## src/rtl/adder_iterative_ctrl_if.sv

```systemverilog
// Operand/result stream bundle for the iterative nibble-serial adder.
// master: operand producer and result consumer; slave: the adder controller.
interface adder_iterative_ctrl_if #(
    parameter int NBITS = 32
);
    logic             istream_val;
    logic             istream_rdy;
    logic [NBITS-1:0] in0;
    logic [NBITS-1:0] in1;
    logic             cin;
    logic             ostream_val;
    logic             ostream_rdy;
    logic [NBITS-1:0] sum;
    logic             cout;
    logic             ovf;
    logic             busy;

    modport master (
        output istream_val, in0, in1, cin, ostream_rdy,
        input  istream_rdy, ostream_val, sum, cout, ovf, busy
    );

    modport slave (
        input  istream_val, in0, in1, cin, ostream_rdy,
        output istream_rdy, ostream_val, sum, cout, ovf, busy
    );
endinterface

```

## src/rtl/adder_iterative_ctrl.sv

```systemverilog
// NBITS-wide add built from one 4-bit ripple slice stepped LSB nibble first.
// Ports: clk, rst (async, active-high), io (slave: val/rdy in, val/rdy out).
module adder_rca4 (
    input  logic [3:0] a,
    input  logic [3:0] b,
    input  logic       cin,
    output logic [3:0] sum,
    output logic       cout
);
    logic [4:0] c;

    always_comb begin
        c    = '0;
        sum  = '0;
        c[0] = cin;
        for (int i = 0; i < 4; i++) begin
            sum[i]   = a[i] ^ b[i] ^ c[i];
            c[i + 1] = (a[i] & b[i]) | (c[i] & (a[i] ^ b[i]));
        end
        cout = c[4];
    end
endmodule

module adder_iterative_ctrl #(
    parameter int NBITS = 32
) (
    input  logic                  clk,
    input  logic                  rst,
    adder_iterative_ctrl_if.slave io
);
    localparam int NSLICE = NBITS / 4;
    localparam int CW = (NSLICE > 1) ? $clog2(NSLICE) : 1;
    localparam logic [CW-1:0] LAST = CW'(NSLICE - 1);

    typedef enum logic [1:0] {
        IDLE,
        CALC,
        DONE
    } state_t;

    state_t           state_q;
    logic [NBITS-1:0] a_q;
    logic [NBITS-1:0] b_q;
    logic [NBITS-1:0] s_q;
    logic             c_q;
    logic [CW-1:0]    cnt_q;
    logic             sa_q;
    logic             sb_q;

    logic             val_q;
    logic [NBITS-1:0] sum_q;
    logic             cout_q;
    logic             ovf_q;
    logic             busy_q;

    logic [3:0]       add_s;
    logic             add_c;

    adder_rca4 u_slice (
        .a    (a_q[3:0]),
        .b    (b_q[3:0]),
        .cin  (c_q),
        .sum  (add_s),
        .cout (add_c)
    );

    always_ff @(posedge clk or posedge rst) begin
        if (rst) begin
            state_q <= IDLE;
            a_q     <= '0;
            b_q     <= '0;
            s_q     <= '0;
            c_q     <= 1'b0;
            cnt_q   <= '0;
            sa_q    <= 1'b0;
            sb_q    <= 1'b0;
            val_q   <= 1'b0;
            sum_q   <= '0;
            cout_q  <= 1'b0;
            ovf_q   <= 1'b0;
            busy_q  <= 1'b0;
        end else begin
            unique case (state_q)
                IDLE: begin
                    if (io.istream_val) begin
                        a_q     <= io.in0;
                        b_q     <= io.in1;
                        c_q     <= io.cin;
                        cnt_q   <= '0;
                        sa_q    <= io.in0[NBITS-1];
                        sb_q    <= io.in1[NBITS-1];
                        busy_q  <= 1'b1;
                        state_q <= CALC;
                    end
                end
                CALC: begin
                    s_q   <= {add_s, s_q[NBITS-1:4]};
                    a_q   <= a_q >> 4;
                    b_q   <= b_q >> 4;
                    c_q   <= add_c;
                    cnt_q <= cnt_q + CW'(1);
                    if (cnt_q == LAST) begin
                        // Result regs load on the final step so the
                        // outputs come straight from flops in DONE.
                        state_q <= DONE;
                        val_q   <= 1'b1;
                        sum_q   <= {add_s, s_q[NBITS-1:4]};
                        cout_q  <= add_c;
                        ovf_q   <= (sa_q == sb_q) & (add_s[3] != sa_q);
                    end
                end
                DONE: begin
                    if (io.ostream_rdy) begin
                        state_q <= IDLE;
                        val_q   <= 1'b0;
                        sum_q   <= '0;
                        cout_q  <= 1'b0;
                        ovf_q   <= 1'b0;
                        busy_q  <= 1'b0;
                    end
                end
                default: state_q <= IDLE;
            endcase
        end
    end

    assign io.istream_rdy = (state_q == IDLE);
    assign io.ostream_val = val_q;
    assign io.sum         = sum_q;
    assign io.cout        = cout_q;
    assign io.ovf         = ovf_q;
    assign io.busy        = busy_q;
endmodule

```

## src/flat_wrapper.sv

```systemverilog
// flat-port wrapper written by rule: the top's interface ports become plain ports
module adder_iterative_ctrl_flat 
#(
    parameter int NBITS = 32
)
  (clk, rst, io_istream_val, io_in0, io_in1, io_cin, io_ostream_rdy, io_istream_rdy, io_ostream_val, io_sum, io_cout, io_ovf, io_busy);
  adder_iterative_ctrl_if #(.NBITS(NBITS)) io_i ();
  input  logic clk;
  input  logic rst;
  input wire logic [$bits(io_i.istream_val)-1:0] io_istream_val;
  input wire logic [$bits(io_i.in0)-1:0] io_in0;
  input wire logic [$bits(io_i.in1)-1:0] io_in1;
  input wire logic [$bits(io_i.cin)-1:0] io_cin;
  input wire logic [$bits(io_i.ostream_rdy)-1:0] io_ostream_rdy;
  output wire logic [$bits(io_i.istream_rdy)-1:0] io_istream_rdy;
  output wire logic [$bits(io_i.ostream_val)-1:0] io_ostream_val;
  output wire logic [$bits(io_i.sum)-1:0] io_sum;
  output wire logic [$bits(io_i.cout)-1:0] io_cout;
  output wire logic [$bits(io_i.ovf)-1:0] io_ovf;
  output wire logic [$bits(io_i.busy)-1:0] io_busy;
  assign io_i.istream_val = io_istream_val;
  assign io_i.in0 = io_in0;
  assign io_i.in1 = io_in1;
  assign io_i.cin = io_cin;
  assign io_i.ostream_rdy = io_ostream_rdy;
  assign io_istream_rdy = io_i.istream_rdy;
  assign io_ostream_val = io_i.ostream_val;
  assign io_sum = io_i.sum;
  assign io_cout = io_i.cout;
  assign io_ovf = io_i.ovf;
  assign io_busy = io_i.busy;
  adder_iterative_ctrl #(.NBITS(NBITS)) u_core (.clk(clk), .rst(rst), .io(io_i));
endmodule
```

## config.mk

```make
export PLATFORM = sky130hd
export DESIGN_NAME = adder_iterative_ctrl_flat
export DESIGN_NICKNAME = d
export VERILOG_FILES = /design/src/rtl/adder_iterative_ctrl_if.sv /design/src/rtl/adder_iterative_ctrl.sv /design/src/flat_wrapper.sv
export SDC_FILE = /design/constraint.sdc
export NUM_CORES = 1
export LEC_CHECK = 0
export CAP_MARGIN = 10
export CORE_MARGIN = 2
export CORE_UTILIZATION = 57
export DETAILED_ROUTE_END_ITERATION = 6
export PLACE_DENSITY_LB_ADDON = 0.15
export SLEW_MARGIN = 30
export SYNTH_ARGS = -nofsm -noshare
export SYNTH_HDL_FRONTEND = slang
export SYNTH_HIERARCHICAL = 1
export SYNTH_SLANG_ARGS = --single-unit
```

## constraint.sdc

```tcl
create_clock -name clk -period 15.2 [get_ports clk]
set_clock_uncertainty 0.1 [all_clocks]
set_input_delay 3.8 -clock clk [delete_from_list [all_inputs] [get_ports clk]]
set_output_delay 3.8 -clock clk [all_outputs]
set_load 0.05 [all_outputs]
```

==> results.md <==
* Outcome: completed
* Post-CTS Resized at 0
* CP max stage delay at approximately 0.8 ns
* Die width at 107.2 um
* FF+latch count, synth at between 100 and 150
* Slew Viols, Final at 0
* Congestion Overflow GR at 0
* Layout cell share with drive strength beyond 1 at 0.07518
* # diodes at 0
* Buf/Inv on CP at 2
* Total global-route track usage at 0.2674
* Clock transition at path regs at 0.07 ns
* Rel. slew slack at 0.4750
* Avg Cell Area, Syn at ~10 um2
* Core Rows at 37
* Delay-heaviest family, CP: buffers and inverters
* Drt pass-1 iters at 5
* Final Cycle Share at 0.4032
* Core area at about 10,000 um2
* Commonest non-fill, non-tap cell in the layout: dfrtp_1
* Pwr Total at 1.713 mW
* PD cells at approximately 220 nW/um2
* GP Congestion at just under 0.8
* Post-Synthesis Cells at just over 600
* Antenna-violating nets left at 0
* Psw at 0.6949 mW
* CTS max path bufs at 2
* Setup CP Type: reg2out
* Worst Tran Pin Value at 0.7876 ns
* Pleak at 3.474 nW
* Top cell type's share of synthesized area at 0.5604
* Clock Latency Late Sink at between 0.5 and 0.6 ns
* Worst setup EP type: primary output
* Part of the power in registers at 0.366
* Crit path launch type: flop
* TritonCTS clock tree: done
* Seq/Total Area, Yosys at 0.5604
* Post-CTS Hold Buffers at 0
* Fmax achieved at approximately 160 MHz
* Total negative slack at 0 ns
* Internal at ~1 mW
* Hold Path Class: reg2reg
* Postcts setup bufs at 0
* Min cycle time layout at around 6.1 ns
* Largest net degree at the start of global routing at roughly 70
* Global-route wire length before repair at ~24,000 um
* Drt via density at about 6
* TritonCTS Sinks at ~140
* Max IR drop VDD at between 100 and 150 uV
* HPWL after DPL at 8981 um
* Commonest non-fill, non-tap cells in the layout: dfrtp_1 (134), nand2_1 (107), clkdlybuf4s50_1 (104)
* # setup viols final at 0
* Routed WL at 14,860 um
* Die area at between 10,000 and 15,000 um2
* Crit path max fanout at 68
* Gate power share at 0.387
* Port bufs at about 110
* RSZ-0062 raised after global routing: no
* Nets at 767
* Root Driver: clkbuf_8
* Vias in the first global route at approximately 4,800
* DIE HEIGHT at roughly 110 um
* Synth warn at 6
* Critical path cell sequence: buf_4 -> nor2_1 -> clkdlybuf4s50_1
* Cell taking the most area after synthesis: dfrtp_1
* Initial antenna violation count at 0
* Worst EP required at between 10 and 15 ns
* Avg WL per Cell at between 15 and 20 um
* Iteration-0 DRC Markers at roughly 360
* Post-synthesis cell type count at 26
* Max cap viols at 0
* Via count at approximately 5,000
* Syn nets at 681
* Starting Density at 0.5883
* CP max-delay cell: clkdlybuf4s50_1
* Final hold violations at 0
* Clk pwr share at 0.247
* IO Pins at 106
* Area Overhead vs Synth at 28.27%
* Switching Share at 0.4055
* CTS Buf Count at 17
* Top cells by area, synth: dfrtp_1 (56%), a22oi_1 (6.8%), nand2_1 (6.6%)
* H-tree Lvls at 4
* Data arrival, critical path at 2.23 ns
* DRC Markers at 0
* Post-Syn Area at slightly above 6000 um2
## flip-flops by register name, summed over array words and instances (netlist names)
register               count
u_core/state_q             2
u_core/s_q                28
u_core/io.cout             1
u_core/io.busy             1
u_core/io.sum             32
u_core/sb_q                1
u_core/sa_q                1
u_core/b_q                32
u_core/io.ostream_val      1
u_core/cnt_q               3
u_core/io.ovf              1
u_core/c_q                 1
u_core/a_q                32
## path summary, 6_finish.rpt
check / from / endpoint / slack [ns] / cells past startpoint
setup / recovery: u_core/state_q[0]$_DFFE_PP0P_ / io_istream_rdy / 9.07 / 3
hold / removal: u_core/s_q[6]$_DFFE_PP0P_ / u_core/s_q[6]$_DFFE_PP0P_ / 0.39 / 2
setup reg to reg: u_core/state_q[0]$_DFFE_PP0P_ / u_core/a_q[10]$_DFFE_PP0P_ / 12.42 / 5
hold reg to reg: u_core/s_q[6]$_DFFE_PP0P_ / u_core/s_q[6]$_DFFE_PP0P_ / 0.39 / 2
max in group asynchronous: rst / u_core/cnt_q[1]$_DFFE_PP0P_ / 10.30 / 4
min in group asynchronous: rst / u_core/io.sum[1]$_DFFE_PP0P_ / 3.63 / 2
## power by group through the flow
stage	Clock (mW)	Sequential (mW)	Combinational [mW]
after floorplan	0	0.728	0.346
after detailed placement	0	0.627	0.652
after CTS	0.431	0.624	0.659
after global routing	0.445	0.642	0.723
final	0.423	0.627	0.663
after global placement	0	0.620	0.632
## cell type report
type,count,area [um2]
Inverter,14,57.56
Multi-Input combinational cell,408,2399
Timing Repair Buffer,115,1145
Tap cell,136,170.2
Clock buffer,18,427.9
Clock inverter,14,185.2
Sequential cell,136,3406
Fill cell,701,2534
## cells in the mapped netlist (all sizes together)
cell,count
dfrtp,136
nand2,107
o21ai,70
a21oi,60
nor2b,59
a22oi,55
a22o,34
buf,27
clkbuf,21
inv,14
fa,4
a31oi,3
and2,2
ha,2
mux2,2
nand2b,2
nor2,2
o21bai,2
a31o,1
and3b,1
nor3b,1
o22ai,1
## logic make-up after synthesis
group	count (synthesis)	share of synthesized area
fa+ha+maj	6	0.01731
simple gates	174	0.1358
buf+inv	62	0.04821
flops	136	0.5604
mux	2	0.003708
compound gates	226	0.2347
## through the flow
| step | area, um2 | hold WS, ns | worst slack [ns] | util | std cells |
|---|---|---|---|---|---|
| after floorplan | 6073 | 0.3462 | 7.661 | - | 606 |
| after detailed placement | 7132 | 0.3713 | 9.215 | 0.6908 | 807 |
| after global routing | 7790 | 0.4088 | 8.960 | 0.7546 | 841 |
| after CTS | 7745 | 0.3883 | 9.043 | 0.7502 | 839 |
| final | 7790 | 0.3922 | 9.071 | 0.7546 | 841 |
| after global placement | 7132 | 0.3677 | 9.286 | 0.6908 | 807 |
## layer usage
| metal | part of all wire | vias to the layer above | global-route usage |
|---|---|---|---|
| li1 | - | 2288 | - |
| met1 | 0.42 | 2531 | 0.3633 |
| met2 | 0.51 | 181 | 0.4326 |
| met3 | 0.051 | 25 | 0.06565 |
| met4 | 0.016 | 0 | 0.07236 |
| met5 | 0 | - | 0 |
## worst reg2reg max path, stage by stage, from the launching register on
cell and delay [ns]:
dfrtp_2 0.35, buf_4 0.51, nor2b_4 0.75, buf_4 0.63
a22oi_1 0.21, o21ai_0 0.15
Note: power is estimated with default switching activity, not from simulation.
